`src/rtl/data_mem_ctrl.sv`:
```
`default_nettype none
// ============================================================================
// Module   : data_mem_ctrl
// Purpose  : MEM-stage data-memory access controller. Turns MemRead/MemWrite
//            plus funct3 into word-aligned memory requests with byte strobes.
//            It formats load data with sign or zero extension, and holds the
//            pipeline stalled until the memory acknowledges or times out.
// Params   : TIMEOUT - max BUSY cycles waiting for mem_ready (bus error after)
//            ADDR_W  - address width
// Ports    : clk, reset (async, active-high)
//            mem_read, mem_write, funct3, addr, wdata  - from EX/MEM
//            load_data (registered), stall (combinational) - to core
//            mem_req, mem_we, mem_addr, mem_wstrb, mem_wdata - to memory
//            mem_rdata, mem_ready                          - from memory
//            illegal_op (1-cycle pulse), bus_error (sticky)
//            misaligned (1-cycle pulse, only with MISALIGN_TRAP_EN)
// Macro    : MISALIGN_TRAP_EN - trap misaligned H/W accesses as illegal
// Revision : 1.0 - initial release
// ============================================================================
module data_mem_ctrl #(
    parameter int TIMEOUT = 16,
    parameter int ADDR_W  = 32
) (
    input  logic              clk,
    input  logic              reset,
    input  logic              mem_read,
    input  logic              mem_write,
    input  logic [2:0]        funct3,
    input  logic [ADDR_W-1:0] addr,
    input  logic [31:0]       wdata,
    output logic [31:0]       load_data,
    output logic              stall,
    output logic              mem_req,
    output logic              mem_we,
    output logic [ADDR_W-1:0] mem_addr,
    output logic [3:0]        mem_wstrb,
    output logic [31:0]       mem_wdata,
    input  logic [31:0]       mem_rdata,
    input  logic              mem_ready,
    output logic              illegal_op,
    output logic              bus_error
`ifdef MISALIGN_TRAP_EN
    ,
    output logic              misaligned
`endif
);

    localparam int           c_cnt_w    = $clog2(TIMEOUT + 1);
    localparam logic [c_cnt_w-1:0] c_cnt_last = c_cnt_w'(TIMEOUT - 1);

    localparam logic [1:0]   c_idle = 2'd0;
    localparam logic [1:0]   c_busy = 2'd1;
    localparam logic [1:0]   c_done = 2'd2;

    logic [1:0]         r_state;
    logic [1:0]         w_state_nxt;
    logic [c_cnt_w-1:0] r_cnt;
    logic [1:0]         r_lane;
    logic [2:0]         r_funct3;

    logic               r_mem_req;
    logic               r_mem_we;
    logic [ADDR_W-1:0]  r_mem_addr;
    logic [3:0]         r_mem_wstrb;
    logic [31:0]        r_mem_wdata;
    logic [31:0]        r_load_data;
    logic               r_illegal_op;
    logic               r_bus_error;

    logic               w_access;
    logic               w_legal_f3;
    logic               w_misalign;
    logic               w_illegal;
    logic               w_start;
    logic               w_timeout;
    logic [3:0]         w_wstrb;
    logic [31:0]        w_wdata;
    logic [7:0]         w_byte;
    logic [15:0]        w_half;
    logic [31:0]        w_load_fmt;

    assign w_access = mem_read | mem_write;

    // Byte/half unsigned encodings exist only for loads; a store using them
    // (including the read+write case, which counts as a store) is illegal.
    always_comb begin
        w_legal_f3 = 1'b0;
        case (funct3)
            3'b000, 3'b001, 3'b010: w_legal_f3 = 1'b1;
            3'b100, 3'b101:         w_legal_f3 = ~mem_write;
            default:                w_legal_f3 = 1'b0;
        endcase
    end

`ifdef MISALIGN_TRAP_EN
    // funct3[1:0] is the access size: 01 = half, 10 = word.
    assign w_misalign = ((funct3[1:0] == 2'b01) && addr[0]) ||
                        ((funct3[1:0] == 2'b10) && (addr[1:0] != 2'b00));
`else
    assign w_misalign = 1'b0;
`endif

    assign w_illegal = w_access & (~w_legal_f3 | w_misalign);
    assign w_start   = (r_state == c_idle) & w_access & ~w_illegal;
    assign w_timeout = (r_cnt == c_cnt_last);

    // Stall is raised in the accepting IDLE cycle itself so the pipeline
    // holds the instruction while the request is launched.
    assign stall = ~reset & (w_start | (r_state == c_busy));

    // Store lane steering; low address bits below the access size are ignored.
    always_comb begin
        w_wstrb = 4'b0000;
        w_wdata = wdata;
        case (funct3[1:0])
            2'b00: begin
                w_wstrb = 4'b0001 << addr[1:0];
                w_wdata = {4{wdata[7:0]}};
            end
            2'b01: begin
                w_wstrb = addr[1] ? 4'b1100 : 4'b0011;
                w_wdata = {2{wdata[15:0]}};
            end
            default: begin
                w_wstrb = 4'b1111;
                w_wdata = wdata;
            end
        endcase
        if (!mem_write) begin
            w_wstrb = 4'b0000;
        end
    end

    // Load extraction uses the lane and size captured at request time.
    always_comb begin
        w_byte     = mem_rdata[{r_lane, 3'b000} +: 8];
        w_half     = r_lane[1] ? mem_rdata[31:16] : mem_rdata[15:0];
        w_load_fmt = mem_rdata;
        case (r_funct3)
            3'b000:  w_load_fmt = {{24{w_byte[7]}}, w_byte};
            3'b001:  w_load_fmt = {{16{w_half[15]}}, w_half};
            3'b100:  w_load_fmt = {24'd0, w_byte};
            3'b101:  w_load_fmt = {16'd0, w_half};
            default: w_load_fmt = mem_rdata;
        endcase
    end

    always_comb begin
        w_state_nxt = r_state;
        case (r_state)
            c_idle:  if (w_start) w_state_nxt = c_busy;
            c_busy:  if (mem_ready || w_timeout) w_state_nxt = c_done;
            c_done:  w_state_nxt = c_idle;
            default: w_state_nxt = c_idle;
        endcase
    end

    always_ff @(posedge clk or posedge reset) begin
        if (reset) begin
            r_state      <= c_idle;
            r_cnt        <= '0;
            r_lane       <= 2'b00;
            r_funct3     <= 3'b000;
            r_mem_req    <= 1'b0;
            r_mem_we     <= 1'b0;
            r_mem_addr   <= '0;
            r_mem_wstrb  <= 4'b0000;
            r_mem_wdata  <= 32'd0;
            r_load_data  <= 32'd0;
            r_illegal_op <= 1'b0;
            r_bus_error  <= 1'b0;
        end else begin
            r_state      <= w_state_nxt;
            r_illegal_op <= (r_state == c_idle) & w_illegal;
            case (r_state)
                c_idle: begin
                    if (w_start) begin
                        r_mem_req   <= 1'b1;
                        r_mem_we    <= mem_write;
                        r_mem_addr  <= {addr[ADDR_W-1:2], 2'b00};
                        r_mem_wstrb <= w_wstrb;
                        r_mem_wdata <= w_wdata;
                        r_cnt       <= '0;
                        r_lane      <= addr[1:0];
                        r_funct3    <= funct3;
                    end else if (w_illegal) begin
                        r_load_data <= 32'd0;
                    end
                end
                c_busy: begin
                    if (mem_ready) begin
                        r_mem_req <= 1'b0;
                        if (!r_mem_we) begin
                            r_load_data <= w_load_fmt;
                        end
                    end else if (w_timeout) begin
                        r_mem_req   <= 1'b0;
                        r_bus_error <= 1'b1;
                        r_load_data <= 32'd0;
                    end else begin
                        r_cnt <= r_cnt + c_cnt_w'(1);
                    end
                end
                default: begin
                end
            endcase
        end
    end

`ifdef MISALIGN_TRAP_EN
    logic r_misaligned;

    always_ff @(posedge clk or posedge reset) begin
        if (reset) begin
            r_misaligned <= 1'b0;
        end else begin
            r_misaligned <= (r_state == c_idle) & w_access & w_misalign;
        end
    end

    assign misaligned = r_misaligned;
`endif

    assign load_data  = r_load_data;
    assign mem_req    = r_mem_req;
    assign mem_we     = r_mem_we;
    assign mem_addr   = r_mem_addr;
    assign mem_wstrb  = r_mem_wstrb;
    assign mem_wdata  = r_mem_wdata;
    assign illegal_op = r_illegal_op;
    assign bus_error  = r_bus_error;

endmodule
`default_nettype wire
```
`config.mk`:
```
export PLATFORM = sky130hd
export DESIGN_NAME = data_mem_ctrl
export DESIGN_NICKNAME = d
export VERILOG_FILES = /design/src/rtl/data_mem_ctrl.sv
export SDC_FILE = /design/constraint.sdc
export NUM_CORES = 1
export LEC_CHECK = 0
export CELL_PAD_IN_SITES_DETAIL_PLACEMENT = 0
export CELL_PAD_IN_SITES_GLOBAL_PLACEMENT = 2
export CORE_ASPECT_RATIO = 0.9
export CORE_MARGIN = 5
export CORE_UTILIZATION = 26
export CTS_CLUSTER_SIZE = 14
export DETAILED_ROUTE_END_ITERATION = 7
export PLACE_DENSITY_LB_ADDON = 0.1
export SLEW_MARGIN = 20
export SYNTH_ARGS = -nofsm -noshare
export SYNTH_HDL_FRONTEND = slang
export SYNTH_SLANG_ARGS = --single-unit
export TNS_END_PERCENT = 50
```
`constraint.sdc`:
```
create_clock -name clk -period 5.6 [get_ports clk]
set_clock_uncertainty 0.2 [all_clocks]
set_input_delay 1.12 -clock clk [delete_from_list [all_inputs] [get_ports clk]]
set_output_delay 1.12 -clock clk [all_outputs]
set_load 0.02 [all_outputs]
```
# Word-level counts from Yosys, hierarchy flattened
# Cells that the tools add are included.
[classes]
addsub = 1
n_bitwise = 12
n_shift = 2
mux = 24
n_reduce_logical = 14
n_eq_ne = 18
[ops]
columns = ["op", "n"]
rows = [
  ["32-bit two-way mux", 5],
  ["32-bit one-hot mux with 2 select lines", 2],
  ["32-bit one-hot mux with 4 select lines", 1],
  ["32-bit by 6-bit indexed part select with 8-bit output", 1],
  ["16-bit two-way mux", 1],
  ["5-bit two-way mux", 3],
  ["3-bit == test, second input constant", 4],
  ["2-bit inequality test, second input constant", 5],
  ["5-bit one-hot mux with 2 select lines", 1],
  ["4-bit two-way mux", 2],
  ["4-bit one-hot mux with 2 select lines", 1],
  ["3-bit by 1-bit == test with 1-bit output, second input constant", 2],
  ["3-bit logical NOT", 2],
  ["3-bit inequality test, second input constant", 2],
  ["3-bit AND reduction", 2],
  ["5-bit by 1-bit adder with 5-bit output, second input constant", 1],
  ["1-bit bitwise AND", 5],
  ["5-bit by 4-bit == test with 1-bit output, second input constant", 1],
  ["1-bit NOT", 5],
  ["5-bit AND reduction", 1],
  ["2-bit by 1-bit == test with 1-bit output, second input constant", 2],
  ["2-bit logical NOT", 2],
  ["2-bit two-way mux", 2],
  ["1-bit one-hot mux with 2 select lines", 2],
  ["other kinds (12)", 16],
]
[totals]
reg_bits = 114
in_bits = 104
elab_cells = 83

# Depth between registers and ports, before layout
[logic_depth]
ltp_word = 9
depth_mapped = 8

# Least setup slack after synthesis
# OpenSTA, ideal clock, no wires.
[synth_timing]
kind = "input-to-output"
startpoint = "in funct3[0]"
endpoint = "out stall"
arrival_time_ns = 2.294
path_stages = 5
path_buffers = 2
path_slack_ns = 1.986
path_cell_list = "a21oi_1 > o221ai_2 > buf_2 > buf_2 > a21oi_1"
[synth_between]
elab_chain_cells = 9
word_cells_on_any_way = 14
[synth_lines]
columns = ["item", "line_no", "rtl"]
rows = [
  ["start: declaration", "28", "input logic [2:0] funct3,"],
  ["3-bit by 1-bit == test with 1-bit output, or another cell as far along", "88", "case (funct3)"],
  ["3-bit OR reduction / 2-bit OR reduction (equally long branches)", "88", ""],
  ["1-bit one-hot mux with 2 select lines (*)", "88", ""],
  ["1-bit NOT (*)", "103", "assign w_illegal = w_access & (~w_legal_f3 | w_misalign);"],
  ["1-bit bitwise AND (*)", "103", ""],
  ["1-bit NOT (*)", "104", "assign w_start = (r_state == c_idle) & w_access & ~w_illegal;"],
  ["1-bit bitwise AND (*)", "104", ""],
  ["1-bit bitwise OR (*)", "109", "assign stall = ~reset & (w_start | (r_state == c_busy));"],
  ["1-bit bitwise AND (*)", "109", ""],
  ["end: declaration", "32", "output logic stall,"],
]
# Every way passes the cells marked *; elsewhere a longest branch is shown, timed or not.

# Worst setup path in the final report
# Ends and elaborated chain as after synthesis.

==> summary.md <==
| Metric | Value |
|---|---|
| Final hold vios | `0` |
| H-tree depth | `4` |
| Clock Path Buffers | `2` |
| DRC Markers | `0` |
| Top-count cell post-synth | `dfrtp_1` |
| Initial antenna violation count | `0` |
| Dominant synthesized flop cell | `dfrtp_1` |
| CP arrival | `between 3 and 4 ns` |
| Slew HR | `31.96%` |
| Final worst slack | `~1.2 ns` |
| Final setup vio count | `0` |
| Slew Limit Fails | `0` |
| Post-CTS setup buffer count | `0` |
| Slowest cell on the critical path | `clkdlybuf4s50_1` |
| Post-synth EDFFs | `0` |
| Num CTS Buffers | `17` |
| Hold_sp | `bus_error$_DFFE_PP0P_` |
| Critical R2R Capture | `r_cnt[3]$_DFFE_PP0P_` |
| Port Buf Inserts | `206` |
| Maximum clock frequency | `228.5 MHz` |
| Clock transition at path regs | `around 0.060 ns` |
| Status | `finished clean` |
| RSZ-0062 raised after global routing | `no` |
| Crit-path max FO | `12` |
| Post-CTS sizing | `0` |
| Area of the mapped netlist | `roughly 5400 µm²` |
| HP Class | `reg2reg` |
| Number of buffers and inverters on the critical path | `3` |
| GPL Wtd Cong | `~0.74` |
| Hold Worst Slack | `0.2752 ns` |
| Post-route ant nets | `0` |
| IO Count | `roughly 210` |
| Core outline area | `just over 20000 µm²` |
| Final net count | `approximately 800` |
| Worst Tran Pin Value | `between 1 and 1.5 ns` |
| Die height | `approximately 150 µm` |
| Row cnt | `50` |
| Post-Synthesis Cells | `just under 500` |
| Ys async rst share | `100.0%` |
| Vias in the first global route | `slightly below 5k` |
| Worst R2R Path Depth | `7` |
| Total chip power | `about 4700 µW` |
| Avg Cell Area, Syn | `about 11 µm²` |
| Root Buffer | `clkbuf_16` |
| Sequential share of the synthesized area | `52.96%` |
| Leakage | `between 0.003 and 0.004 µW` |
| Hold buffer count at CTS | `0` |
| Die extent in x | `161.7 µm` |
| Hold Path Sink | `bus_error$_DFFE_PP0P_` |
| Routed wire length | `17.60 mm` |
| Tot GR Track Use | `14.80%` |
| Max IR drop VDD | `218.6 µV` |
| Crit end category | `primary output` |
| Final cell count without fillers | `between 900 and 1k` |
| Power density cells | `between 500 and 600 nW/µm²` |
| DRT Pass-1 Iters | `4` |
| Area leader, netlist | `dfrtp_1` |
| CP Depth | `6` |
| Grt total ovfl | `0` |
| CP peak stage delay | `between 0.6 and 0.7 ns` |
| Register area | `approximately 2900 µm²` |
| Starting Density | `a little over a quarter` |
| Clk_lat worst skew | `around 0.4 ns` |
| DP HPWL | `~13 mm` |
| CTS tree | `done` |
| Setup CP Type | `in2out` |
| R2r startpoint | `r_cnt[0]$_DFFE_PP0P_` |
| Dpl cells | `around 940` |
| Number of max-cap violations | `0` |
| Crit-path leading delay family | `buffers and inverters` |
| Post-synth cell types | `just over 40` |
| Via Count | `approximately 4.5k` |
| DR iter-0 viols | `roughly 250` |
| Post-layout min period | `4.377 ns` |
| Pin count of the biggest net entering global routing | `86` |
| R2r setup slk | `a little over 3 ns` |
| Filler cells | `2001` |
| Layout cells sized above 1 | `about 13%` |
| Multi-input gate area | `~2300 µm²` |
| ANT cells | `0` |
| WHS Path Cells | `1` |
| Synth warn | `0` |
| Synth top area cells | `dfrtp_1, mux2_2, mux2i_1, nand2_1, a32o_1` |
| Final setup TNS | `0 ns` |
| Die area | `about 24000 µm²` |
| CP cell instances | `clkdlybuf4s50_1 > buf_4 > a21oi_1 > o221ai_4 > a21oi_1 > clkdlybuf4s50_1` |
| Area growth syn-to-layout | `52.50%` |
| Synth cell count leaders | `dfrtp_1, nand2_1, mux2_2` |
| Worst EP required | `around 4.3 ns` |
| Routed length per placed instance | `about 18 µm` |
| Yosys reg bits | `114` |
| Top-area cell type share of the netlist area | `a little over half` |
| Clk sinks | `between 100 and 150` |
| Pre-CTS setup slack | `~1.2 ns` |
| Final period utilization | `around four fifths` |
| First-pass GRT wire length | `27.68 mm` |
| Critical Path Source Type | `input pin` |
| Via density per instance | `about 4.7` |
[cells by family (layout without fill, tap and decap cells)]
kind of cell	count (synthesis)	count (layout)	synth area share (%)
AND/OR/NAND/NOR	137	137	11.22
flip-flops	114	114	52.96
AO/OA/AOI/OAI	102	102	13.38
multiplexers	84	84	16.96
buffers and inverters	55	266	4.622
adder cells (fa/ha/maj)	2	2	0.4645
XOR/XNOR	2	2	0.3253
other	1	2	0.06962
[final cells by class]
| class | instances | area share, % |
|---|---|---|
| clock buffers | 20 | 5.560 |
| clock inverters | 12 | 1.036 |
| inverters | 21 | 0.9901 |
| multi-input cells | 329 | 28.04 |
| flip-flops and latches | 114 | 34.73 |
| well taps | 260 | 3.960 |
| repair buffers | 213 | 25.68 |
[cells in the final DEF (no fill, tap or decap), types with 3 or more instances in the layout]
cell type,count
clkdlybuf4s50_1,205
dfrtp_1,114
nand2_1,78
mux2_2,44
mux2i_1,38
o21ai_0,34
a32o_1,23
nand3_1,20
inv_1,19
clkbuf_16,17
a21oi_1,16
nor2_1,15
nand2b_1,11
a31oi_1,8
o211ai_1,7
o221ai_1,7
buf_4,7
clkinv_2,4
clkinvlp_4,4
clkinv_4,3
[worst register-to-register path: cells and delay by family, from the launching register on]
family	cells	cell delay, ns
xor gates and xnor gates	1	0.15
adders and majority gates	2	0.45
and+or+nand+nor	4	1.23
DFF	1	0.41
[power by group]
part,switching (µW),internal [µW],total [µW]
clock network,402,588,990
logic,1170,1070,2240
registers,281,1200,1480
total,1850,2860,4710
[through the flow]
stage	util (%)	cell area [µm²]
finish	39.91	8214
global placement	37.28	7672
CTS	39.91	8214
global route	39.91	8214
floorplan	-	5390
detailed placement	37.28	7672
[per-layer routing]
layer | up-vias | routed length [µm] | track usage (%)
li1 | 2160 | - | -
met1 | 2201 | 7851 | 18.96
met2 | 151 | 8315 | 23.80
met3 | 9 | 1285 | 5.673
met4 | 0 | 150 | 3.425
met5 | - | 0 | 0
[sequential cells by signal, indices dropped and copies added (netlist names), 2 cells and up]
register,count
r_funct3,3
r_cnt,5
mem_wdata,32
mem_addr,30
r_state,2
r_lane,2
mem_wstrb,4
load_data,32
[worst max-delay path by stage]
stage / startpoint / to / slack, ns
6_report: funct3[0] / stall / 1.22
5_1_grt: funct3[0] / stall / 1.07
4_1_cts: funct3[0] / stall / 1.20
3_5_place_dp: funct3[0] / stall / 1.22
3_3_place_gp: funct3[0] / stall / 1.22
2_1_floorplan: reset / bus_error$_DFFE_PP0P_ / 1.26
(Power assumes the default switching activity.)
